**config.mk**
```make
export PLATFORM = sky130hd
export DESIGN_NAME = seg_scan_mux
export DESIGN_NICKNAME = d
export VERILOG_FILES = /design/src/rtl/seg_scan_mux.sv
export SDC_FILE = /design/constraint.sdc
export NUM_CORES = 1
export LEC_CHECK = 0
export BUFFER_PORTS_ARGS = -buffer_cell sky130_fd_sc_hd__buf_4
export CAP_MARGIN = 20
export CORE_UTILIZATION = 62
export CTS_CLUSTER_DIAMETER = 100
export CTS_CLUSTER_SIZE = 28
export DETAILED_ROUTE_END_ITERATION = 10
export PLACE_DENSITY = 0.86
export SYNTH_ARGS = -nofsm -noshare
export SYNTH_HDL_FRONTEND = slang
export SYNTH_SLANG_ARGS = --single-unit
export TNS_END_PERCENT = 20
```
**constraint.sdc**
```tcl
create_clock -name clk -period 3.3 [get_ports clk]
set_input_delay 0.33 -clock clk [delete_from_list [all_inputs] [get_ports clk]]
set_output_delay 0.33 -clock clk [all_outputs]
set_load 0.01 [all_outputs]
```
**src/rtl/seg_scan_mux.sv**
```systemverilog
// seg_scan_mux: multiplexed seven-segment display driver.
// Holds a per-digit buffer of {hex value, decimal point}, scans the digits one
// slot at a time, and applies leading-zero blanking, 16-level PWM brightness
// and output polarity.
// Ports:
//   clk, rst           clock, synchronous active-high reset
//   wr_en/wr_addr/     buffer write: digit index (0 = rightmost), 5-bit value
//   wr_data/wr_dp      (0x00-0x0F hex glyph, 0x10-0x1F blank), decimal point
//   lzb_en             leading-zero blanking enable
//   brightness         on-time level, 0 = 1/16 .. 15 = 16/16
//   seg                {a,b,c,d,e,f,g,dp}, registered
//   way                one-hot digit select, registered
//   slot_tick          one-cycle pulse on the last cycle of each slot, registered
module seg_scan_mux #(
  parameter int DIGITS          = 4,
  parameter int PRESCALE        = 16384,
  parameter int SEG_ACTIVE_HIGH = 1,
  parameter int DIG_ACTIVE_HIGH = 1,
  localparam int AW = (DIGITS > 1) ? $clog2(DIGITS) : 1
) (
  input  logic              clk,
  input  logic              rst,
  input  logic              wr_en,
  input  logic [AW-1:0]     wr_addr,
  input  logic [4:0]        wr_data,
  input  logic              wr_dp,
  input  logic              lzb_en,
  input  logic [3:0]        brightness,
  output logic [7:0]        seg,
  output logic [DIGITS-1:0] way,
  output logic              slot_tick
);

  localparam int          PW   = $clog2(PRESCALE);
  localparam int unsigned ND   = DIGITS;
  localparam int unsigned STEP = PRESCALE / 16;
  localparam logic [7:0]        SEG_MASK = (SEG_ACTIVE_HIGH != 0) ? 8'h00 : 8'hFF;
  localparam logic [DIGITS-1:0] WAY_MASK = (DIG_ACTIVE_HIGH != 0) ? '0 : '1;

  logic [PW-1:0]     pcnt;
  logic [AW-1:0]     sidx;
  logic [4:0]        buf_val [DIGITS];
  logic              buf_dp  [DIGITS];

  logic              last;
  logic [DIGITS-1:0] is_zero;
  logic [DIGITS-1:0] lead;
  logic              lz;
  logic [4:0]        cur_val;
  logic [6:0]        glyph;
  logic [31:0]       on_lim;
  logic              on;
  logic [7:0]        seg_n;
  logic [DIGITS-1:0] way_n;

  assign last = (pcnt == PW'(PRESCALE - 1));

  always_ff @(posedge clk) begin
    if (rst) begin
      pcnt <= '0;
      sidx <= '0;
      for (int unsigned i = 0; i < ND; i++) begin
        buf_val[i] <= 5'h10;
        buf_dp[i]  <= 1'b0;
      end
    end else begin
      pcnt <= last ? '0 : pcnt + 1'b1;
      if (last) begin
        sidx <= (sidx == AW'(DIGITS - 1)) ? '0 : sidx + 1'b1;
      end
      if (wr_en && (32'(wr_addr) < ND)) begin
        buf_val[wr_addr] <= wr_data;
        buf_dp[wr_addr]  <= wr_dp;
      end
    end
  end

  // lead[i]: digit i and every digit above it hold 0x0 or blank.
  always_comb begin
    is_zero = '0;
    lead    = '0;
    for (int unsigned k = 0; k < ND; k++) begin
      is_zero[k] = (buf_val[k] == 5'h00) || buf_val[k][4];
    end
    lead[ND-1] = is_zero[ND-1];
    for (int unsigned k = 1; k < ND; k++) begin
      lead[ND-1-k] = is_zero[ND-1-k] & lead[ND-k];
    end
    lz = lzb_en && (sidx != '0) && lead[sidx];
  end

  always_comb begin
    cur_val = buf_val[sidx];
    glyph   = 7'b0000000;
    if (!cur_val[4] && !lz) begin
      unique case (cur_val[3:0])
        4'h0: glyph = 7'b1111110;
        4'h1: glyph = 7'b0110000;
        4'h2: glyph = 7'b1101101;
        4'h3: glyph = 7'b1111001;
        4'h4: glyph = 7'b0110011;
        4'h5: glyph = 7'b1011011;
        4'h6: glyph = 7'b1011111;
        4'h7: glyph = 7'b1110000;
        4'h8: glyph = 7'b1111111;
        4'h9: glyph = 7'b1111011;
        4'hA: glyph = 7'b1110111;
        4'hB: glyph = 7'b0011111;
        4'hC: glyph = 7'b1001110;
        4'hD: glyph = 7'b0111101;
        4'hE: glyph = 7'b1001111;
        4'hF: glyph = 7'b1000111;
        default: glyph = 7'b0000000;
      endcase
    end
    on_lim = (32'(brightness) + 32'd1) * STEP;
    on     = (32'(pcnt) < on_lim);
    seg_n  = '0;
    way_n  = '0;
    if (on) begin
      seg_n = {glyph, buf_dp[sidx]};
      way_n = {{(DIGITS-1){1'b0}}, 1'b1} << sidx;
    end
  end

  always_ff @(posedge clk) begin
    if (rst) begin
      seg       <= SEG_MASK;
      way       <= WAY_MASK;
      slot_tick <= 1'b0;
    end else begin
      seg       <= seg_n ^ SEG_MASK;
      way       <= way_n ^ WAY_MASK;
      slot_tick <= last;
    end
  end

endmodule

```
# Word-level counts from Yosys, hierarchy flattened
# Memory sizes are Yosys's and may differ from the RTL's. A register that Yosys moved wholly into a read port is not among the register bits.
# Index checks and enable logic that the tools add are counted.
[word_totals]
regBits = 21
mem_bits_rw = 24
rom_bits = 112
inputBits = 16
word_cells = 55
memories = 3
[memory_table]
columns = ["name", "words", "width", "rd", "rd_clocked_by_memory_dff", "wr", "line", "rtl"]
rows = [
  ["(no name shown)", 16, 7, 1, 1, 0, "96", "unique case (cur_val[3:0])"],
  ["buf_val", 4, 5, 5, 1, 4, "42", "logic [4:0] buf_val [DIGITS];"],
  ["buf_dp", 4, 1, 1, 1, 4, "43", "logic buf_dp [DIGITS];"],
]
[classes]
n_addsub = 3
n_lt_le_gt_ge = 2
eq_ne = 2
n_shift = 1
muxes = 16
n_bitwise = 5
n_reduce_logical = 19
[ops]
columns = ["op", "count"]
rows = [
  ["5-bit zero test", 4],
  ["14-bit by 15-bit less-than comparator with 1-bit output", 1],
  ["14-bit by 1-bit adder with 14-bit output (second input constant)", 1],
  ["14-bit == test (second input constant)", 1],
  ["2-bit two-way mux", 5],
  ["1-bit two-way mux", 9],
  ["4-bit by 1-bit adder with 5-bit output (second input constant)", 1],
  ["5-bit two-way mux", 1],
  ["5-bit OR reduction", 1],
  ["1-bit logical OR", 4],
  ["2-bit OR reduction", 2],
  ["1-bit by 2-bit << shifter with 4-bit output (first input constant)", 1],
  ["1-bit bitwise AND", 3],
  ["1-bit logical AND", 3],
  ["2-bit by 3-bit less-than comparator with 1-bit output (second input constant)", 1],
  ["3-bit OR reduction", 1],
  ["2-bit by 1-bit adder with 2-bit output (second input constant)", 1],
  ["1-bit binary-select mux with 2-bit select", 1],
  ["2-bit == test (second input constant)", 1],
  ["1-bit zero test", 2],
  ["1-bit NOT", 2],
  ["2-bit nonzero test", 1],
  ["1-bit OR reduction", 1],
]

# Logic depth before layout (Yosys ltp)
# An unclocked memory read counts as a cell.
[depth]
depth_word = 13
depth_mapped = 9

# Worst setup path before layout
# Ideal clock, no wire load.
[synth_timing]
path_type = "input port to flip-flop"
start = "input port brightness[0]"
end = "register seg[1]"
setup_time_ns = 0.086
arrival_ns = 1.997
t_required_ns = 3.214
path_slack_ns = 1.217
cell_stages = 9
n_path_buf = 1
path_cell_list = "ha_1 -> xnor2_1 -> ha_1 -> a21o_1 -> o211ai_1 -> nand2_1 -> or3_1 -> buf_6 -> a221oi_2"
[synth_via]
elab_chain_cells = 4
[synth_rtl]
columns = ["item", "line", "rtl"]
rows = [
  ["start, declared", "28", "input logic [3:0] brightness,"],
  ["4-bit by 1-bit adder with 5-bit output", "116", "on_lim = (32'(brightness) + 32'd1) * STEP;"],
  ["14-bit by 15-bit less-than comparator with 1-bit output", "117", "on = (32'(pcnt) < on_lim);"],
  ["1-bit NOT (no source line)", "n/a", ""],
  ["3-bit OR reduction (no source line)", "n/a", ""],
  ["end, declared", "29", "output logic [7:0] seg,"],
]
# Every way passes these cells.
# A chain may end at the register's enable or synchronous reset.

==> impl_metrics.prom <==
# TYPE chip_impl_metric gauge
chip_impl_info{name="postSynth.topFlopCell",value="dfxtp_1"} 1
chip_impl_info{name="endpoint_kind",value="flop"} 1
chip_impl_metric{name="relSlewSlack",unit=""} 0.504
chip_impl_metric{name="final_nets",unit=""} 288
chip_impl_metric{name="synth_simple_gate_area_share",unit=""} 0.184
chip_impl_metric{name="antenna_found_initial",unit=""} 0
chip_impl_metric{name="placed_cells",unit=""} 301
chip_impl_metric{name="drt_drc_violations_left",unit=""} 0
chip_impl_metric{name="count_of_final_hold_check_violations",unit=""} 0
chip_impl_metric{name="netlist_instances",unit=""} 229
chip_impl_info{name="startpoint_class",value="flop"} 1
chip_impl_metric{name="irDropWorstVdd",unit="mV"} 0.418
chip_impl_metric{name="worstSkewPairLatency",unit="ps"} 310
chip_impl_metric{name="layout_min_cycle_time",unit="ps"} 2320
chip_impl_metric{name="layout_cell_share_with_drive_strength_beyond_1",unit=""} 0.208
chip_impl_info{name="post-synth-top-area-cell",value="edfxtp_1"} 1
chip_impl_metric{name="fin_crit_sh",unit=""} 0.704
chip_impl_info{name="rsz_0062_raised_after_global_routing",value="no"} 1
chip_impl_metric{name="power_density",unit="mW/mm^2"} 454
chip_impl_metric{name="synth_area_per_cell",unit="sq um"} 11.6
chip_impl_info{name="post_synth_main_area_contributors",value="edfxtp_1, dfxtp_1, ha_1"} 1
chip_impl_metric{name="fp_rows",unit=""} 23
chip_impl_metric{name="layout.cells.non_filler",unit=""} 309
chip_impl_metric{name="routabilityCongestion",unit=""} 0.798
chip_impl_metric{name="post_synth_instance_area",unit="sq mm"} 0.00266
chip_impl_metric{name="place.detailed.hpwl",unit="mm"} 3.29
chip_impl_metric{name="p_leak",unit="nW"} 1.21
chip_impl_metric{name="post_cts_hold_buffer_count",unit=""} 0
chip_impl_metric{name="final_max_slew_viol_count",unit=""} 0
chip_impl_metric{name="io_pins",unit=""} 29
chip_impl_metric{name="cts.reportedPaths.clkPinSlew",unit="ps"} 110
chip_impl_metric{name="drt_first_iter_violations",unit=""} 83
chip_impl_metric{name="synth_enable_flop_cells",unit=""} 24
chip_impl_metric{name="globalRouteTotalUtil",unit=""} 0.227
chip_impl_metric{name="cp_max_fo",unit=""} 8
chip_impl_metric{name="cts.sink_count",unit=""} 55
chip_impl_info{name="ctsRootBufferMaster",value="clkbuf_8"} 1
chip_impl_metric{name="synth_compound_gate_area_share",unit=""} 0.0631
chip_impl_metric{name="std_cell_core_area",unit="sq mm"} 0.00406
chip_impl_metric{name="mappedNetlistNets",unit=""} 259
chip_impl_metric{name="fmax",unit="MHz"} 430
chip_impl_metric{name="grt.overflow.total",unit=""} 0
chip_impl_metric{name="start_util",unit=""} 0.655
chip_impl_metric{name="detail_route.wirelength",unit="mm"} 4.54
chip_impl_metric{name="post-synth-top-area-fraction",unit=""} 0.271
chip_impl_info{name="post_synth_most_frequent_cells",value="dfxtp_1, nor2_1, edfxtp_1"} 1
chip_impl_metric{name="yosysWarnings",unit=""} 0
chip_impl_metric{name="finalClockSkew",unit="ps"} 8.53
chip_impl_metric{name="via_per_inst",unit=""} 5.54
chip_impl_metric{name="htree_num_levels",unit=""} 2
chip_impl_metric{name="maxCapViolCount",unit=""} 0
chip_impl_info{name="hold_path_class",value="input port to flop"} 1
chip_impl_info{name="post-synth-top-count-cell",value="dfxtp_1"} 1
chip_impl_metric{name="critPathRequiredTime",unit="ps"} 3560
chip_impl_metric{name="async_flop_share",unit=""} 0
chip_impl_metric{name="detailroute.via_count",unit=""} 1711
chip_impl_metric{name="routed_wire_length_per_instance",unit="um"} 14.7
chip_impl_metric{name="antenna-diode-count",unit=""} 0
chip_impl_metric{name="die_h",unit="um"} 67.5
chip_impl_metric{name="share_of_cell_area_taken_by_muxes_after_synthesis",unit=""} 0.0998
chip_impl_metric{name="adder_and_majority_cell_fraction_of_the_synthesized_area",unit=""} 0.0659
chip_impl_metric{name="synth.distinct_cells",unit=""} 43
chip_impl_metric{name="worst-endpoint-arrival",unit="ps"} 2580
chip_impl_metric{name="placement.cell_area",unit="sq mm"} 0.00289
chip_impl_info{name="cts_tree",value="done"} 1
chip_impl_metric{name="final_cell_area",unit="sq mm"} 0.00300
chip_impl_metric{name="cts_repair_resize_count",unit=""} 0
chip_impl_metric{name="syn2layout_area_growth",unit="%"} 13.0
chip_impl_info{name="outcome",value="finished, final reports clean"} 1
chip_impl_metric{name="fin_setup_tns",unit="ps"} 0
chip_impl_metric{name="nFillCells",unit=""} 282
chip_impl_metric{name="synth_seq_cells",unit=""} 55
chip_impl_metric{name="grt_max_degree",unit=""} 19
chip_impl_metric{name="postCtsSetupRepairBufs",unit=""} 0
chip_impl_metric{name="drt.antenna.violating_nets",unit=""} 0
chip_impl_metric{name="seq_area_frac_synth",unit=""} 0.505
chip_impl_metric{name="buffer_ports.inserted",unit=""} 28
chip_impl_info{name="critical_path_class",value="flop to flop"} 1
chip_impl_metric{name="register_area",unit="sq mm"} 0.00134
chip_impl_metric{name="setup-violations-final",unit=""} 0
chip_impl_info{name="synth_top_family_by_area",value="simple AND/OR/NAND/NOR gates"} 1
chip_impl_metric{name="grt_pass1_vias",unit=""} 1659
chip_impl_metric{name="die_area",unit="sq mm"} 0.00455
chip_impl_metric{name="max-clock-path-buffers",unit=""} 2
chip_impl_metric{name="cts_made_buffers",unit=""} 5
chip_impl_metric{name="drt_pre_antenna_iters",unit=""} 4
chip_impl_metric{name="area_used_by_multi_input_combinational_logic",unit="sq mm"} 0.00124
chip_impl_metric{name="worstMarginPinSlew",unit="ps"} 742
chip_impl_metric{name="parity_gate_share_of_the_synthesized_area_counting_xor_and_xnor_cells",unit=""} 0.0527
chip_impl_metric{name="die_width",unit="um"} 67.5
chip_impl_metric{name="first_pass_grt_wire_length",unit="mm"} 7.46
[final cells by class]
| class | instances | share of cell area |
|---|---|---|
| clock inverters | 3 | 0.0158 |
| flip-flops and latches | 55 | 0.446 |
| inverters | 10 | 0.0125 |
| clock buffers | 5 | 0.0229 |
| multi-input cells | 158 | 0.411 |
| repair buffers | 28 | 0.0700 |
| well taps | 50 | 0.0208 |
[power breakdown]
group          switching, mW  internal, mW
logic                 0.0722        0.0685
registers             0.0178         0.745
clock network          0.229         0.230
total                  0.319          1.04
[worst max-delay path, cell delays in order, from the launching register on]
cell,delay [ps]
dfxtp_1,620
mux4_1,710
inv_1,180
ha_1,180
inv_1,40
mux4_2,450
nor2_1,90
[per-layer routing]
| metal | global-route usage | vias up | wire, um |
|---|---|---|---|
| li1 | - | 865 | - |
| met1 | 0.278 | 802 | 2130 |
| met2 | 0.390 | 36 | 2190 |
| met3 | 0.0524 | 8 | 148 |
| met4 | 0.0745 | 0 | 77 |
| met5 | 0 | - | 0 |
[cells by family after synthesis]
group                      after synthesis
muxes                                   17
DFF                                     55
xor gates and xnor gates                16
buffers and inverters                   16
AOI/OAI and AO/OA                       18
and+or+nand+nor                         93
adders and majority gates               14
[worst paths after layout]
path / startpoint / endpoint / slack (ps) / cells after the start
worst max-delay path: flop / seg[4] / 980 / 6
worst min-delay path: rst / slot_tick / 280 / 2
worst max register to register: flop / seg[4] / 980 / 6
worst min register to register: pcnt[0] / pcnt[0] / 480 / 1
[sequential cells by signal, summed over array words and instances, names as in the netlist, named ones only]
register and count:
buf_dp 4, buf_val 20, pcnt 14, seg 8, sidx 2, slot_tick 1, way 4
[metrics by stage]
| step | setup WS, ps | util | hold WS, ps | power, mW |
|---|---|---|---|---|
| after floorplan | 1220 | - | 430 | 0.866 |
| after global placement | 968 | 0.712 | 442 | 0.913 |
| after detailed placement | 897 | 0.712 | 463 | 0.918 |
| after CTS | 985 | 0.740 | 290 | 1.36 |
| after global routing | 840 | 0.740 | 294 | 1.41 |
| final | 977 | 0.740 | 285 | 1.36 |
[placed cells by master, fill, tap and decap left out, types with 4 or more instances in the layout]
master	n
nor2_1	26
inv_1	10
nor3_1	5
xnor2_1	9
ha_1	14
edfxtp_1	24
nand2_1	7
nand2b_1	7
nor4_1	4
buf_4	28
and3_1	4
and2_1	20
nand3_1	8
dfxtp_1	31
clkbuf_8	5
xor2_1	7
mux2i_1	6
Power figures use the tool's default switching activity.
